File: src/rtl/systolic_pkg.sv
// Shared defaults, stream FSM encoding and a width helper for the systolic result path.
// Combinational content only; no latency or backpressure of its own.
package systolic_pkg;

    localparam int RESULT_WIDTH_DEF = 16;
    localparam int M_DEF            = 8;
    localparam int P_DEF            = 8;

    typedef enum logic {
        IDLE   = 1'b0,
        STREAM = 1'b1
    } stream_state_t;

    // Never returns 0, so index ports stay at least one bit wide for 1-row/1-column shapes.
    function automatic int clog2(input int value);
        int w;
        w = 1;
        while ((1 << w) < value) w++;
        return w;
    endfunction

endpackage

File: src/rtl/systolic_result_narrow.sv
// Combinational RESULT_WIDTH -> OUT_WIDTH element conversion, zero latency, no flow control.
// STREAM_SAT_EN selects signed saturation; otherwise the low OUT_WIDTH bits are kept.
module systolic_result_narrow #(
    parameter int RESULT_WIDTH = 16,
    parameter int OUT_WIDTH    = 16
) (
    input  logic [RESULT_WIDTH-1:0] value,
    output logic [OUT_WIDTH-1:0]    narrowed
);

    generate
        if (OUT_WIDTH == RESULT_WIDTH) begin : g_pass
            assign narrowed = value;
        end else begin : g_narrow
`ifdef STREAM_SAT_EN
            // The value fits when every dropped bit plus the new sign bit agree.
            logic [RESULT_WIDTH-OUT_WIDTH:0] upper;
            logic                            fits;
            assign upper    = value[RESULT_WIDTH-1:OUT_WIDTH-1];
            assign fits     = (&upper) | ~(|upper);
            assign narrowed = fits ? value[OUT_WIDTH-1:0] :
                              value[RESULT_WIDTH-1] ? {1'b1, {(OUT_WIDTH-1){1'b0}}} :
                                                      {1'b0, {(OUT_WIDTH-1){1'b1}}};
`else
            assign narrowed = value[OUT_WIDTH-1:0];
`endif
        end
    endgenerate

endmodule

File: src/rtl/systolic_result_streamer.sv
// Captures result_c on done_in and streams M*P elements row-major; first element one cycle after capture.
// out_valid/out_ready backpressure holds outputs; a done_in that cannot be captured sets sticky overrun. Option: STREAM_SAT_EN.
module systolic_result_streamer
    import systolic_pkg::*;
#(
    parameter int RESULT_WIDTH = RESULT_WIDTH_DEF,
    parameter int M            = M_DEF,
    parameter int P            = P_DEF,
    parameter int OUT_WIDTH    = 16
) (
    input  logic                          clk,
    input  logic                          rst,
    input  logic                          done_in,
    input  logic [M*P*RESULT_WIDTH-1:0]   result_c,
    output logic                          res_ready,
    output logic                          out_valid,
    input  logic                          out_ready,
    output logic [OUT_WIDTH-1:0]          out_data,
    output logic [clog2(M)-1:0]           out_row,
    output logic [clog2(P)-1:0]           out_col,
    output logic                          out_last_row,
    output logic                          out_last,
    output logic                          busy,
    output logic                          overrun
);

    localparam int RW = clog2(M);
    localparam int CW = clog2(P);

    stream_state_t               state;
    logic [M*P*RESULT_WIDTH-1:0] cap_buf;
    logic                        hs;
    logic                        capture;
    logic [RW-1:0]               next_row;
    logic [CW-1:0]               next_col;
    logic [RESULT_WIDTH-1:0]     elem_sel;
    logic [OUT_WIDTH-1:0]        elem_narrow;

    assign hs        = out_valid & out_ready;
    assign res_ready = (state == IDLE) | (hs & out_last);
    assign capture   = done_in & res_ready;
    assign busy      = (state == STREAM);

    // The element presented next is either (0,0) of a fresh capture or the successor in the buffer.
    always_comb begin
        next_row = out_row;
        next_col = out_col + 1'b1;
        if (out_col == CW'(P - 1)) begin
            next_col = '0;
            next_row = out_row + 1'b1;
        end
        if (capture) begin
            elem_sel = result_c[RESULT_WIDTH-1:0];
        end else begin
            elem_sel = cap_buf[(int'(next_row) * P + int'(next_col)) * RESULT_WIDTH +: RESULT_WIDTH];
        end
    end

    systolic_result_narrow #(
        .RESULT_WIDTH(RESULT_WIDTH),
        .OUT_WIDTH   (OUT_WIDTH)
    ) u_narrow (
        .value   (elem_sel),
        .narrowed(elem_narrow)
    );

    always_ff @(posedge clk) begin
        if (rst) begin
            state        <= IDLE;
            cap_buf      <= '0;
            out_valid    <= 1'b0;
            out_data     <= '0;
            out_row      <= '0;
            out_col      <= '0;
            out_last_row <= 1'b0;
            out_last     <= 1'b0;
            overrun      <= 1'b0;
        end else begin
            if (done_in && !res_ready) begin
                overrun <= 1'b1;
            end
            if (capture) begin
                cap_buf      <= result_c;
                state        <= STREAM;
                out_valid    <= 1'b1;
                out_data     <= elem_narrow;
                out_row      <= '0;
                out_col      <= '0;
                out_last_row <= (P == 1);
                out_last     <= (M == 1) && (P == 1);
            end else if (hs) begin
                if (out_last) begin
                    state     <= IDLE;
                    out_valid <= 1'b0;
                end else begin
                    out_data     <= elem_narrow;
                    out_row      <= next_row;
                    out_col      <= next_col;
                    out_last_row <= (next_col == CW'(P - 1));
                    out_last     <= (next_row == RW'(M - 1)) && (next_col == CW'(P - 1));
                end
            end
        end
    end

endmodule

File: config.mk
export PLATFORM = sky130hd
export DESIGN_NAME = systolic_result_streamer
export DESIGN_NICKNAME = d
export VERILOG_FILES = /design/src/rtl/systolic_pkg.sv /design/src/rtl/systolic_result_narrow.sv /design/src/rtl/systolic_result_streamer.sv
export SDC_FILE = /design/constraint.sdc
export NUM_CORES = 2
export LEC_CHECK = 0
export BUFFER_PORTS_ARGS = -buffer_cell sky130_fd_sc_hd__buf_2
export CELL_PAD_IN_SITES_DETAIL_PLACEMENT = 1
export CELL_PAD_IN_SITES_GLOBAL_PLACEMENT = 2
export CORE_AREA = 2 2 414 416
export DETAILED_ROUTE_END_ITERATION = 7
export DIE_AREA = 0 0 416 418
export PLACE_DENSITY_LB_ADDON = 0.1
export RECOVER_POWER = 25
export SYNTH_ARGS = -nofsm -noshare
export SYNTH_HDL_FRONTEND = slang
export SYNTH_HIERARCHICAL = 1
export SYNTH_SLANG_ARGS = --single-unit
File: constraint.sdc
create_clock -name clk -period 3.85 [get_ports clk]
set_input_delay 0.9625 -clock clk [delete_from_list [all_inputs] [get_ports clk]]
set_output_delay 0.9625 -clock clk [all_outputs]
set_load 0.02 [all_outputs]
==> impl_metrics.yaml <==
status:
  status: "finished, violations left"
  violations: "capacitance limit, slew limit"
routing:
  drc: 0
  route.vias.total: 47100
  wire_per_inst_microns: 26.8
  antenna_left: 0
  routed_via_density: 5.04
  drtPass1Iterations: 5
  wirelength_mm: 251
  drtIter0Drc: 3408
clock_network:
  clk_path_buf_depth: 3
  cts_buffers: 134
  clk_latency_ns: 0.77
  post_cts_buffers: 0
  post_cts_resized: 0
  ctsHoldBuffers: 0
  cts.clk_slew.worst_paths_ns: 0.06
  cts_root_buffer: "clkbuf_16"
  htreeDepth: 4
  clock-sinks: 1050
  cts_tree: "yes"
hold_path:
  hold_path.class: "input port to register"
  hold_start: "result_c[660]"
grt:
  grt_max_degree: 161
  grt_pass1_vias: 47400
  globalRoute.totalOverflow: 0
  grt.total_usage: 0.277
  grt_pass1_wl_mm: 348
  antenna_found_initial: 27
timing:
  hold_viol: 0
  finalSetupTns_ns: 0
  worst_slew_pin_slew_ns: 1.94
  fin_worst_skew_ns: 0.0327
  whs_ns: 0.426
  rsz0062_at_grt: "no"
  slew-limit-headroom: -0.290
  finalWorstPathRequiredPeriod_ns: 3.80
  fin_ws_ns: 0.0550
  maxSlewViolCount: 256
  timing.fmax_mhz: 264
  setup_viol: 0
  fin_crit_sh: 0.986
placed_design:
  gp_congestion: 0.892
  dpl.hpwl_mm: 193
  post-place-ws_ns: 0.197
  portBuffers: 1055
yosys:
  synth.area.top_cells: "dfxtp_1 (47%), nand2_1 (23%), a21oi_1 (12%)"
  ys_async_sr_fraction: 0
  ys_types: 52
  ys.flop_type: "dfxtp_1"
  synthAdderAreaFrac: 0.00111
  synth_compound_area_frac: 0.169
  muxShareOfSynthArea: 0.0439
  yosys_warnings: 6
  syn_avg_cell_area_sq_um: 7.23
  ys_seq_area_frac: 0.468
  netlist_area_sq_um: 44900
  synth-xor-area-share: 0.000585
  synth_simple_gate_area_frac: 0.267
  synth_top_family_by_area: "simple AND/OR/NAND/NOR gates"
  yosysTopAreaCell: "dfxtp_1"
  yosysTopAreaCellShare: 0.468
  syn-num-nets: 7241
  synth-edff-count: 0
  ys_seq_elements: 1050
  synthMostInstantiatedCell: "nand2_1"
  yosys-top-cells-count: "nand2_1 (2760), a21oi_1 (1058), dfxtp_1 (1050)"
  synth_cells: 6209
worst_setup_path:
  reg2reg_from: "out_col[1]"
  setup.worst_path.start_class: "register"
  cp_max_fo: 54
  cp.arrival_ns: 4.39
  reg2reg_slack_ns: 0.05
  worstPathRequired_ns: 4.44
  crit_path_end_kind: "register"
  setup.worst_path.start: "out_col[1]"
  critical_path_class: "register to register"
floorplanning:
  rows: 151
  die_h_microns: 418
  core-area_sq_um: 169000
  die_w_microns: 416
  io_pins: 1056
  initial_core_util: 0.266
  dieArea_sq_um: 174000
power_and_ir_drop:
  peakVddDrop_mv: 0.350
  p_per_area_nw_per_um2: 497
  p_leak_nw: 22.7
layout:
  finalNetCount: 8055
  syn_to_final_growth_pct: 26.9
  n_fill_cell: 20800
  layout-drive-gt1-share: 0.205
run:
  drv_cap: 4
[cells in the final DEF (no fill, tap or decap), drive strengths merged, types with 9 or more instances in the layout]
cell	instances
nand2	2760
buf	1187
a21oi	1058
dfxtp	1050
nand3	229
clkbuf	219
mux2i	136
a31oi	110
a32oi	91
o22ai	30
nor2	24
mux4	21
clkinv	21
diode	18
nand4	16
o21ai	13
mux2	12
a22oi	12
nor4	11
nand2b	9
[per-stage QoR]
step,total power [W],std cells,instance area (sq um),util
CTS,0.0287,9338,57100,0.338
finish,0.0283,9356,57000,0.337
global placement,0.0157,9105,52700,0.312
detailed placement,0.0157,9105,52700,0.312
floorplan,0.0137,6209,44900,-
global route,0.0294,9349,57000,0.337
[report_power, final]
part	leakage, nW	total [W]	internal, W	switching [W]
logic	11.9	0.00352	0.00116	0.00236
registers	8.62	0.0119	0.0115	0.000418
clock network	2.18	0.0129	0.00769	0.00521
total	22.7	0.0283	0.0203	0.00799
[cell type report]
type                    count  area [sq um]  share of cell area
multi-input cells        4621         21700               0.381
flip-flops and latches   1050         21000               0.369
repair buffers           1213          6960               0.122
clock buffers             193          3960              0.0695
well taps                2218          2780              0.0487
clock inverters            40           489             0.00858
diodes                     18          45.0            0.000790
inverters                   3          11.3            0.000197
[final timing paths]
check | to | depth (start not counted)
worst max-delay path | out_data[4] | 13
worst min-delay path | cap_buf[660] | 3
worst max register to register | out_data[4] | 13
worst min register to register | cap_buf[799] | 2
[kinds of logic (layout without fill, tap and decap cells)]
kind of cell	Yosys count	after routing
xor gates and xnor gates	3	3
other	0	18
adders and majority gates	4	4
buffers and inverters	538	1449
AOI/OAI and AO/OA	1369	1369
and+or+nand+nor	3076	3076
muxes	169	169
DFF	1050	1050
[metal layers]
layer	share of wire	track usage	vias to the layer above
li1	-	-	22300
met5	0.00013	0	-
met3	0.039	0.0353	346
met2	0.48	0.463	1252
met1	0.44	0.356	23300
met4	0.047	0.126	6
[critical path, cell delays in order (launching register included)]
cell	delay, ns
dfxtp_1	0.37
ha_1	0.21
ha_2	0.20
nor2_4	0.21
buf_12	0.20
buf_12	0.27
mux2i_1	0.92
o22ai_1	0.24
a22oi_1	0.25
nand4_1	0.24
o21ai_1	0.22
nand2_1	0.07
nand2_1	0.06
a21oi_1	0.08
[sequential cells by signal, indices dropped and copies added (netlist names)]
name	count
busy	1
overrun	1
out_data	16
out_col	3
out_row	3
cap_buf	1024
out_last	1
out_last_row	1
Note: power is estimated with default switching activity, not from simulation.
